File: config.mk
export PLATFORM = sky130hd
export DESIGN_NAME = riscv_mul_issue_ctrl
export DESIGN_NICKNAME = d
export VERILOG_FILES = /design/src/rtl/riscv_mul_pkg.sv /design/src/rtl/riscv_mul_issue_ctrl.sv
export SDC_FILE = /design/constraint.sdc
export NUM_CORES = 1
export LEC_CHECK = 0
export ABC_AREA = 0
export CORE_ASPECT_RATIO = 0.5
export CORE_MARGIN = 5
export CORE_UTILIZATION = 41
export CTS_CLUSTER_SIZE = 28
export DETAILED_ROUTE_END_ITERATION = 8
export HOLD_SLACK_MARGIN = 0.12
export PLACE_DENSITY_LB_ADDON = 0.12
export SYNTH_ARGS = -nofsm -noshare
export SYNTH_HDL_FRONTEND = slang
export SYNTH_SLANG_ARGS = --single-unit
File: constraint.sdc
create_clock -name i_riscv_mul_clk -period 9.2 [get_ports i_riscv_mul_clk]
set_input_delay 1.84 -clock i_riscv_mul_clk [delete_from_list [all_inputs] [get_ports i_riscv_mul_clk]]
set_output_delay 1.84 -clock i_riscv_mul_clk [all_outputs]
set_load 0.02 [all_outputs]
File: src/rtl/riscv_mul_pkg.sv
// Shared definitions for the execute-stage multiply path: widths, decoder
// mulctrl encodings and the issue-controller state set.
package riscv_mul_pkg;

  localparam int XLEN = 64;
  localparam int REGW = 5;

  localparam logic [3:0] MULCTRL_MUL    = 4'b1100;
  localparam logic [3:0] MULCTRL_MULH   = 4'b1101;
  localparam logic [3:0] MULCTRL_MULHU  = 4'b1110;
  localparam logic [3:0] MULCTRL_MULHSU = 4'b1111;
  localparam logic [3:0] MULCTRL_MULW   = 4'b1000;

  typedef enum logic [1:0] {
    IDLE  = 2'd0,
    BUSY  = 2'd1,
    DRAIN = 2'd2,
    DONE  = 2'd3
  } mul_state_e;

endpackage

File: src/rtl/riscv_mul_issue_ctrl.sv
// Execute-stage front end for the sequential multiplier: holds operands stable,
// stalls the pipe while the product is pending and absorbs flushes mid-flight.
module riscv_mul_issue_ctrl #(
  parameter int XLEN = riscv_mul_pkg::XLEN,
  parameter int REGW = riscv_mul_pkg::REGW
) (
  input  logic            i_riscv_mul_clk,
  input  logic            i_riscv_mul_rst,
  input  logic [3:0]      i_riscv_mulis_ctrl,
  input  logic [XLEN-1:0] i_riscv_mulis_rs1data,
  input  logic [XLEN-1:0] i_riscv_mulis_rs2data,
  input  logic [REGW-1:0] i_riscv_mulis_rd,
  input  logic            i_riscv_mulis_flush,
  output logic            o_riscv_mulis_stall,
  output logic [XLEN-1:0] o_riscv_mulis_result,
  output logic [REGW-1:0] o_riscv_mulis_rd,
  output logic            o_riscv_mulis_valid,
  output logic [XLEN-1:0] o_riscv_mulis_mul_rs1,
  output logic [XLEN-1:0] o_riscv_mulis_mul_rs2,
  output logic [3:0]      o_riscv_mulis_mul_ctrl,
  input  logic [XLEN-1:0] i_riscv_mulis_mul_product,
  input  logic            i_riscv_mulis_mul_valid
);
  import riscv_mul_pkg::*;

  mul_state_e      r_state;
  logic [XLEN-1:0] r_rs1;
  logic [XLEN-1:0] r_rs2;
  logic [3:0]      r_ctrl;
  logic [REGW-1:0] r_rd;
  logic [XLEN-1:0] r_result;
  logic [REGW-1:0] r_res_rd;

  logic w_req;
  logic w_accept;
  logic w_in_flight;

  assign w_req       = i_riscv_mulis_ctrl[3];
  assign w_accept    = (r_state == IDLE) && w_req && !i_riscv_mulis_flush;
  assign w_in_flight = (r_state == BUSY) || (r_state == DRAIN);

  always_ff @(posedge i_riscv_mul_clk or posedge i_riscv_mul_rst) begin
    if (i_riscv_mul_rst) begin
      r_state  <= IDLE;
      r_rs1    <= '0;
      r_rs2    <= '0;
      r_ctrl   <= '0;
      r_rd     <= '0;
      r_result <= '0;
      r_res_rd <= '0;
    end else begin
      case (r_state)
        IDLE: begin
          if (w_accept) begin
            r_rs1   <= i_riscv_mulis_rs1data;
            r_rs2   <= i_riscv_mulis_rs2data;
            r_ctrl  <= i_riscv_mulis_ctrl;
            r_rd    <= i_riscv_mulis_rd;
            r_state <= BUSY;
          end
        end
        BUSY: begin
          if (i_riscv_mulis_mul_valid) begin
            r_result <= i_riscv_mulis_mul_product;
            r_res_rd <= r_rd;
            r_state  <= i_riscv_mulis_flush ? IDLE : DONE;
          end else if (i_riscv_mulis_flush) begin
            r_state <= DRAIN;
          end
        end
        // The multiplier cannot abort, so a killed op must still run to its valid.
        DRAIN: begin
          if (i_riscv_mulis_mul_valid) begin
            r_state <= IDLE;
          end
        end
        DONE: begin
          r_state <= IDLE;
        end
        default: begin
          r_state <= IDLE;
        end
      endcase
    end
  end

  // Ctrl stays asserted through the valid cycle because it picks the product slice.
  assign o_riscv_mulis_mul_rs1  = r_rs1;
  assign o_riscv_mulis_mul_rs2  = r_rs2;
  assign o_riscv_mulis_mul_ctrl = w_in_flight ? r_ctrl : 4'b0000;

  assign o_riscv_mulis_stall = w_accept
                            || (r_state == BUSY)
                            || ((r_state == DRAIN) && w_req);

  assign o_riscv_mulis_valid  = (r_state == DONE) && !i_riscv_mulis_flush;
  assign o_riscv_mulis_result = r_result;
  assign o_riscv_mulis_rd     = r_res_rd;

endmodule

==> results of run 1 <==
synthesized netlist by cell type (all sizes together) (2+ instances only):
master,n,area (µm²)
dfrtp,208,5200
mux2,205,2720
buf,22,210
inv,7,26.3
ha,5,62.6
and2,4,25.0
a21oi,2,10.0
nand2,2,10.0
o21ai,2,10.0
state kept, by name, summed over array words and instances, names as in the netlist:
signal                 flops
o_riscv_mulis_mul_rs1     64
o_riscv_mulis_mul_rs2     64
o_riscv_mulis_rd           5
o_riscv_mulis_result      64
r_ctrl                     4
r_rd                       5
r_state                    2
layout make-up:
type | instances | area [µm²] | area share [%]
Multi-Input combinational cell | 227 | 2910 | 22.1
Tap cell | 266 | 333 | 2.53
Timing Repair Buffer | 410 | 4100 | 31.1
Clock buffer | 30 | 547 | 4.15
Inverter | 7 | 33.8 | 0.257
Sequential cell | 208 | 5200 | 39.5
Clock inverter | 3 | 40.0 | 0.304
cells by family (layout without fill, tap and decap cells):
family,Yosys count,in the layout,share of synthesized area (%)
adders and majority gates,5,5,0.750
muxes,206,206,32.8
AOI/OAI and AO/OA,7,7,0.525
and+or+nand+nor,9,9,0.690
buffers and inverters,29,450,2.84
DFF,208,208,62.4
worst reg2reg max path: stages, from the launching register on:
cell,delay (ns)
dfrtp_1,0.38
inv_1,0.10
ha_1,0.25
nand3_4,0.20
buf_4,0.89
buf_4,1.00
mux2_4,0.43
how the worst max path moves through the flow:
stage	from	endpoint	slack, ns	depth (start not counted)
finish	i_riscv_mulis_flush	o_riscv_mulis_stall	3.94	5
global route	i_riscv_mulis_flush	o_riscv_mulis_stall	3.86	5
CTS	i_riscv_mulis_flush	o_riscv_mulis_stall	3.94	5
detailed placement	i_riscv_mulis_flush	o_riscv_mulis_stall	3.95	5
global placement	i_riscv_mulis_flush	o_riscv_mulis_stall	3.97	5
floorplan	i_riscv_mul_rst	o_riscv_mulis_mul_rs1[0]	1.68	1
routing by layer:
metal	vias to the layer above	track usage (%)	part of all wire (%)
met5	-	0	0.056
met4	2	3.86	1.9
met3	32	5.85	7.2
met2	172	34.4	52
met1	2729	23.0	39
li1	2436	-	-
power groups by stage:
stage / registers (mW) / clock network [mW] / logic, mW
after floorplan: 2.17 / 0 / 0.805
after global placement: 1.62 / 0 / 2.54
after detailed placement: 1.64 / 0 / 2.57
after CTS: 1.63 / 0.790 / 2.57
after global routing: 1.69 / 0.826 / 2.65
final: 1.63 / 0.761 / 2.53
placed cells by master, fill, tap and decap left out, drive strengths merged, types with 3 or more instances in the layout:
master and n:
inv 7, buf 3, and2 4, ha 5
clkbuf 30, dfrtp 208, mux2 205, clkdlybuf4s50 407
per-stage QoR:
| step | setup WS [ns] | hold slack, ns |
|---|---|---|
| 6_report | 3.94 | 0.466 |
| 5_1_grt | 3.86 | 0.507 |
| 4_1_cts | 3.94 | 0.473 |
| 3_5_place_dp | 3.95 | 0.456 |
| 3_3_place_gp | 3.97 | 0.443 |
| 2_1_floorplan | 1.68 | 0.426 |
==> out/summary.txt, run 1 <==
Seq pwr share - 33.1%
Primary FF master, synth - dfrtp_1
internal power - 3.24 mW
Synth-to-Final Area Change - 57.9%
share of cells above drive strength 1 - 26.7%
worst path bufs/invs - 3
Largest delay share family, worst path - buffers and inverters
first-pass GRT wire length - 35500 µm
initial antenna violation count - 1
# hold bufs at CTS - 0
crit path cell chain - clkdlybuf4s50_1, inv_2, nand3_4, nand2_1, clkdlybuf4s50_1
FF-to-FF setup slack - 5.83 ns
NetSw - 1.69 mW
Req. time, crit path - 7.36 ns
DRC - 0
Slew @ Worst Pin - 1.12 ns
clk sinks - 208
Worst Setup End Kind - primary output
Core Util, Final - 66.7%
Worst path max stage delay - 0.62 ns
largest net degree at the start of global routing - 125
Sw Ratio - 34.3%
cell area after layout - 13200 µm²
Initial Utilization - 42.3%
worst relative slew slack - 25.2%
static leakage - 5.90 nW
WHS Endpoint - r_ctrl[3]
Final nets - 1083
Die Y - 111 µm
synthesized area per cell - 18.0 µm²
I/O pins - 408
Comb pwr share - 51.4%
cells on worst reg2reg path - 6
critical path type - in -> out
GP Congestion - 0.751
endpoints failing hold - 0
Initial DRT Pass Iterations - 4
Total Routed Length - 23300 µm
period utilization - 57.2%
Post-synth EDFFs - 0
syn nets - 674
DR vias/cell - 4.67
Yosys reg bits - 208
Clock power frac - 15.4%
hold path cells - 1
Synth async-reset ratio - 100%
Pwr Density - 374 nW/µm²
Reg clk slew, reported paths - 0.06 ns
DP Area - 12600 µm²
setup TNS - 0 ns
DR vias - 5371
die area - 23500 µm²
number of global-route vias before repair - 5917
root cell of the clock tree - clkbuf_16
placed cell count - 1118
Final ANT Viol Nets - 0
row cnt - 36
Antenna Cells - 0
CP most frequent cell - clkdlybuf4s50_1
Slew Viols, Final - 0
Final setup viols - 0
hold path start - r_ctrl[3]
port buffer count - 407
sequential element share of the synthesized area - 62.4%
Synth Instances - 464
later-pin clock latency in the skew report - 0.47 ns
post-synthesis cell area - 8340 µm²
reg2reg end - o_riscv_mulis_mul_rs2[38]
fin crit period - 5.26 ns
Clock H-tree levels - 1
maxcap violations - 0
post-CTS setup buffer count - 0
number of DRC markers in iteration 0 - 182
Horiz. Die Dim - 212 µm
maximum vdd drop - 0.178 mV
# resized after CTS - 0
critical path data arrival time - 3.42 ns
CTS Buffer Depth - 3
CP Launch Type - input port
Max Fclk - 190 MHz
Fin Clk Skew - 0.00566 ns
reg2reg start - r_state[0]
Finished Layout Cells - 1151
total grt overflow - 0
Hold WC Path Type - reg -> reg
Core ar. - 19700 µm²
Crit-path slowest cell - clkdlybuf4s50_1
yosys synthesis warning count - 0
gr usage total - 19.2%
unique cell type count in the Yosys netlist - 21
worst-path maximum fanout - 13
post-layout total power - 4.93 mW
status - finished clean
CTS Buf Count - 19
Routed WL per cell - 20.3 µm
post-DP HPWL - 17500 µm
CTS tree - yes
RSZ-0062 raised after global routing - false
layout filler cell count - 1434
No activity file was read; power rests on OpenSTA's default activity.
==> run 2: changes to the inputs <==
==> constraint.sdc (replaced) <==
create_clock -name i_riscv_mul_clk -period 5.2 [get_ports i_riscv_mul_clk]
set_input_delay 1.04 -clock i_riscv_mul_clk [delete_from_list [all_inputs] [get_ports i_riscv_mul_clk]]
set_output_delay 1.04 -clock i_riscv_mul_clk [all_outputs]
set_load 0.02 [all_outputs]
==> out/summary.txt, run 2 (same netlist as run 1, synthesis figures left out) <==
status - finished clean
post-layout total power - 8.90 mW
period utilization - 74.4%
GP Congestion - 0.778
root cell of the clock tree - clkbuf_16
DP Worst Slack - 1.31 ns
# resized after CTS - 0
CTS Buf Count - 20
Initial Utilization - 42.3%
number of DRC markers in iteration 0 - 243
Largest delay share family, worst path - buffers and inverters
worst relative slew slack - 37.1%
clk sinks - 208
placed cell count - 1120
Clock H-tree levels - 1
total grt overflow - 0
row cnt - 36
CTS tree - yes
Total Routed Length - 23600 µm
share of cells above drive strength 1 - 27.3%
Die Y - 111 µm
critical path data arrival time - 2.83 ns
Core ar. - 19700 µm²
Final WS setup - 1.33 ns
Pwr Density - 670 nW/µm²
first-pass GRT wire length - 35900 µm
initial antenna violation count - 0
most frequent cells in the layout - 407 x clkdlybuf4s50_1, 208 x dfrtp_1, 110 x mux2_4
post-CTS setup buffer count - 0
Horiz. Die Dim - 212 µm
Final nets - 1086
# hold bufs at CTS - 0
DR vias - 5385
RSZ-0062 raised after global routing - false
DP Area - 12600 µm²
Final setup viols - 0
die area - 23500 µm²
worst-path maximum fanout - 34
Routed WL per cell - 20.4 µm
Final ANT Viol Nets - 0
later-pin clock latency in the skew report - 0.49 ns
Core Util, Final - 67.4%
Worst Setup End Kind - primary output
critical path type - in -> out
most common cell after layout, fill and taps aside - clkdlybuf4s50_1
post-DP HPWL - 17400 µm
Slew @ Worst Pin - 0.944 ns
Synth-to-Final Area Change - 59.4%
DR vias/cell - 4.66
final hold slack - 0.470 ns
maxcap violations - 0
static leakage - 5.95 nW
Slew Viols, Final - 0
crit path cell chain - clkdlybuf4s50_1, inv_2, nand3_4, nand2_1, clkdlybuf4s50_1
Crit-path slowest cell - clkdlybuf4s50_1
largest net degree at the start of global routing - 140
setup TNS - 0 ns
DRC - 0
Max Fclk - 258 MHz
port buffer count - 407
I/O pins - 408
FF-to-FF setup slack - 2.66 ns
Fin Clk Skew - 0.0118 ns
maximum vdd drop - 0.321 mV
Initial DRT Pass Iterations - 4
CP Launch Type - input port
Hold WC Path Type - reg -> reg
cell area after layout - 13300 µm²
worst path bufs/invs - 3
endpoints failing hold - 0
Req. time, crit path - 4.16 ns
gr usage total - 19.4%
number of global-route vias before repair - 5938
CTS Buffer Depth - 3
CP most frequent cell - clkdlybuf4s50_1
Antenna Cells - 0
fin crit period - 3.87 ns
Finished Layout Cells - 1155
Worst path max stage delay - 0.62 ns
Reg clk slew, reported paths - 0.06 ns
==> run 2: worst paths after layout <==
path | from | cells after the start | end
max | i_riscv_mulis_flush | 5 | o_riscv_mulis_stall
min | r_ctrl[3] | 1 | r_ctrl[3]
max reg2reg | r_state[1] | 5 | o_riscv_mulis_result[12]
min reg2reg | r_ctrl[3] | 1 | r_ctrl[3]
max in group asynchronous | i_riscv_mul_rst | 3 | o_riscv_mulis_mul_rs2[0]
min in group asynchronous | i_riscv_mul_rst | 3 | o_riscv_mulis_mul_rs1[36]
==> run 2: layer usage <==
metal	up-vias	track usage [%]	wire [µm]
li1	2442	-	-
met4	0	4.12	479
met2	177	35.1	12300
met3	33	5.43	1630
met1	2733	23.0	9170
met5	-	0	0
==> run 2: report_power, final <==
part,switching (mW),total [mW],internal [mW]
Sequential,0.439,2.88,2.44
Combinational,1.97,4.47,2.51
Clock,0.618,1.54,0.924
Total,3.02,8.90,5.88
==> run 2: final cells by class <==
type                    count  area [µm²]
fillers                  1429        6440
repair buffers            412        4120
flip-flops and latches    208        5200
clock inverters             3        67.6
well taps                 266         333
clock buffers              32         627
multi-input cells         227        2900
inverters                   7        30.0
==> run 3: changes to the inputs <==
--- a/config.mk
+++ b/config.mk
@@ -8,7 +8,7 @@
 export ABC_AREA = 0
 export CORE_ASPECT_RATIO = 0.5
 export CORE_MARGIN = 5
-export CORE_UTILIZATION = 41
+export CORE_UTILIZATION = 37
 export CTS_CLUSTER_SIZE = 28
 export DETAILED_ROUTE_END_ITERATION = 8
 export HOLD_SLACK_MARGIN = 0.12
==> constraint.sdc (replaced) <==
create_clock -name i_riscv_mul_clk -period 3.45 [get_ports i_riscv_mul_clk]
set_input_delay 0.69 -clock i_riscv_mul_clk [delete_from_list [all_inputs] [get_ports i_riscv_mul_clk]]
set_output_delay 0.69 -clock i_riscv_mul_clk [all_outputs]
set_load 0.02 [all_outputs]
==> out/summary.txt, run 3 (same netlist as run 1, synthesis figures left out) <==
GP Congestion - 0.782
Slew @ Worst Pin - 1.03 ns
Total Routed Length - 23300 µm
Die Y - 116 µm
Reg clk slew, reported paths - 0.06 ns
Final setup viols - 0
Largest delay share family, worst path - buffers and inverters
DR vias - 5362
critical path type - in -> out
CTS Buffer Depth - 3
share of cells above drive strength 1 - 27.2%
endpoints failing hold - 0
status - finished clean
post-DP HPWL - 17000 µm
period utilization - 83.2%
Synth-to-Final Area Change - 59.4%
first-pass GRT wire length - 35400 µm
Initial DRT Pass Iterations - 4
Final nets - 1085
DR vias/cell - 4.52
largest net degree at the start of global routing - 146
later-pin clock latency in the skew report - 0.48 ns
most frequent cells in the layout - 407 x clkdlybuf4s50_1, 208 x dfrtp_1, 110 x mux2_4
port buffer count - 407
reg2reg end - o_riscv_mulis_mul_rs1[60]
number of global-route vias before repair - 5872
Final WS setup - 0.580 ns
worst setup path start - i_riscv_mulis_flush
worst-path maximum fanout - 4
number of DRC markers in iteration 0 - 289
Slew Viols, Final - 0
Initial Utilization - 38.0%
CTS Buf Count - 20
clk sinks - 208
Routed WL per cell - 19.6 µm
initial antenna violation count - 0
worst path bufs/invs - 3
I/O pins - 408
Fin Clk Skew - 0.0107 ns
Req. time, crit path - 2.76 ns
Final ANT Viol Nets - 0
Core ar. - 21900 µm²
hold path cells - 1
root cell of the clock tree - clkbuf_16
worst relative slew slack - 31.6%
cells on worst reg2reg path - 5
post-CTS setup buffer count - 0
maxcap violations - 0
crit path cell chain - clkdlybuf4s50_1, inv_2, nand3_4, nand2_1, clkdlybuf4s50_1
DP Worst Slack - 0.616 ns
most common cell after layout, fill and taps aside - clkdlybuf4s50_1
Horiz. Die Dim - 222 µm
static leakage - 5.94 nW
CTS tree - yes
Pwr Density - 1000 nW/µm²
FF-to-FF setup slack - 1.27 ns
Worst Setup End Kind - primary output
Crit-path slowest cell - clkdlybuf4s50_1
Clock H-tree levels - 1
hold path start - r_ctrl[3]
maximum vdd drop - 0.476 mV
RSZ-0062 raised after global routing - false
Hold WC Path Type - reg -> reg
CP most frequent cell - clkdlybuf4s50_1
row cnt - 38
reg2reg start - r_state[0]
# hold bufs at CTS - 0
Max Fclk - 348 MHz
fin crit period - 2.87 ns
die area - 25800 µm²
DRC - 0
total grt overflow - 0
gr usage total - 17.3%
# resized after CTS - 0
CP Launch Type - input port
WHS Endpoint - r_ctrl[3]
Worst path max stage delay - 0.63 ns
setup TNS - 0 ns
critical path data arrival time - 2.18 ns
-- run 3: worst register-to-register path, delay by kind of cell (launching register included) --
family,cells,cell delay (ns)
and+or+nand+nor,1,0.10
DFF,1,0.39
adders and majority gates,1,0.25
buffers and inverters,2,0.75
muxes,1,0.58
-- run 3: area by class of cell --
cell class | instances | area, µm²
repair buffers | 411 | 4130
clock buffers | 25 | 551
diodes | 1 | 2.50
flip-flops and latches | 208 | 5200
fillers | 1726 | 8630
inverters | 7 | 30.0
well taps | 300 | 375
clock inverters | 7 | 87.6
multi-input cells | 227 | 2910
-- run 3: per-layer routing --
metal,wire length [µm],part of all wire [%],track usage (%),up-vias
met4,478,2.1,3.94,0
met3,1480,6.4,5.40,30
met5,0,0,0,-
met2,12100,52,30.8,166
met1,9220,40,21.1,2736
li1,-,-,-,2430
-- run 3: power breakdown --
part / switching [mW] / internal, mW / leakage (nW)
clock network: 0.910 / 1.28 / 0.314
registers: 0.661 / 3.68 / 2.46
logic: 2.97 / 3.79 / 3.16
total: 4.54 / 8.75 / 5.94
-- run 3: worst max-delay path by stage --
| stage | end | slack, ns | cells after the start |
|---|---|---|---|
| 2_1_floorplan | o_riscv_mulis_mul_rs1[0] | 0.06 | 1 |
| 3_3_place_gp | o_riscv_mulis_stall | 0.61 | 5 |
| 3_5_place_dp | o_riscv_mulis_stall | 0.62 | 5 |
| 4_1_cts | o_riscv_mulis_stall | 0.60 | 5 |
| 5_1_grt | o_riscv_mulis_mul_ctrl[0] | 0.49 | 4 |
| 6_report | o_riscv_mulis_stall | 0.58 | 5 |
-- run 3: through the flow --
| step | util [%] | power, mW | instances | hold slack, ns | cell area, µm² |
|---|---|---|---|---|---|
| 6_report | 60.6 | 13.3 | 1186 | 0.462 | 13300 |
| 5_1_grt | 60.6 | 14.0 | 1185 | 0.507 | 13300 |
| 4_1_cts | 60.6 | 13.5 | 1185 | 0.465 | 13300 |
| 3_5_place_dp | 57.7 | 11.2 | 1153 | 0.446 | 12600 |
| 3_3_place_gp | 57.7 | 11.1 | 1153 | 0.446 | 12600 |
| 2_1_floorplan | - | 7.93 | 464 | 0.426 | 8340 |
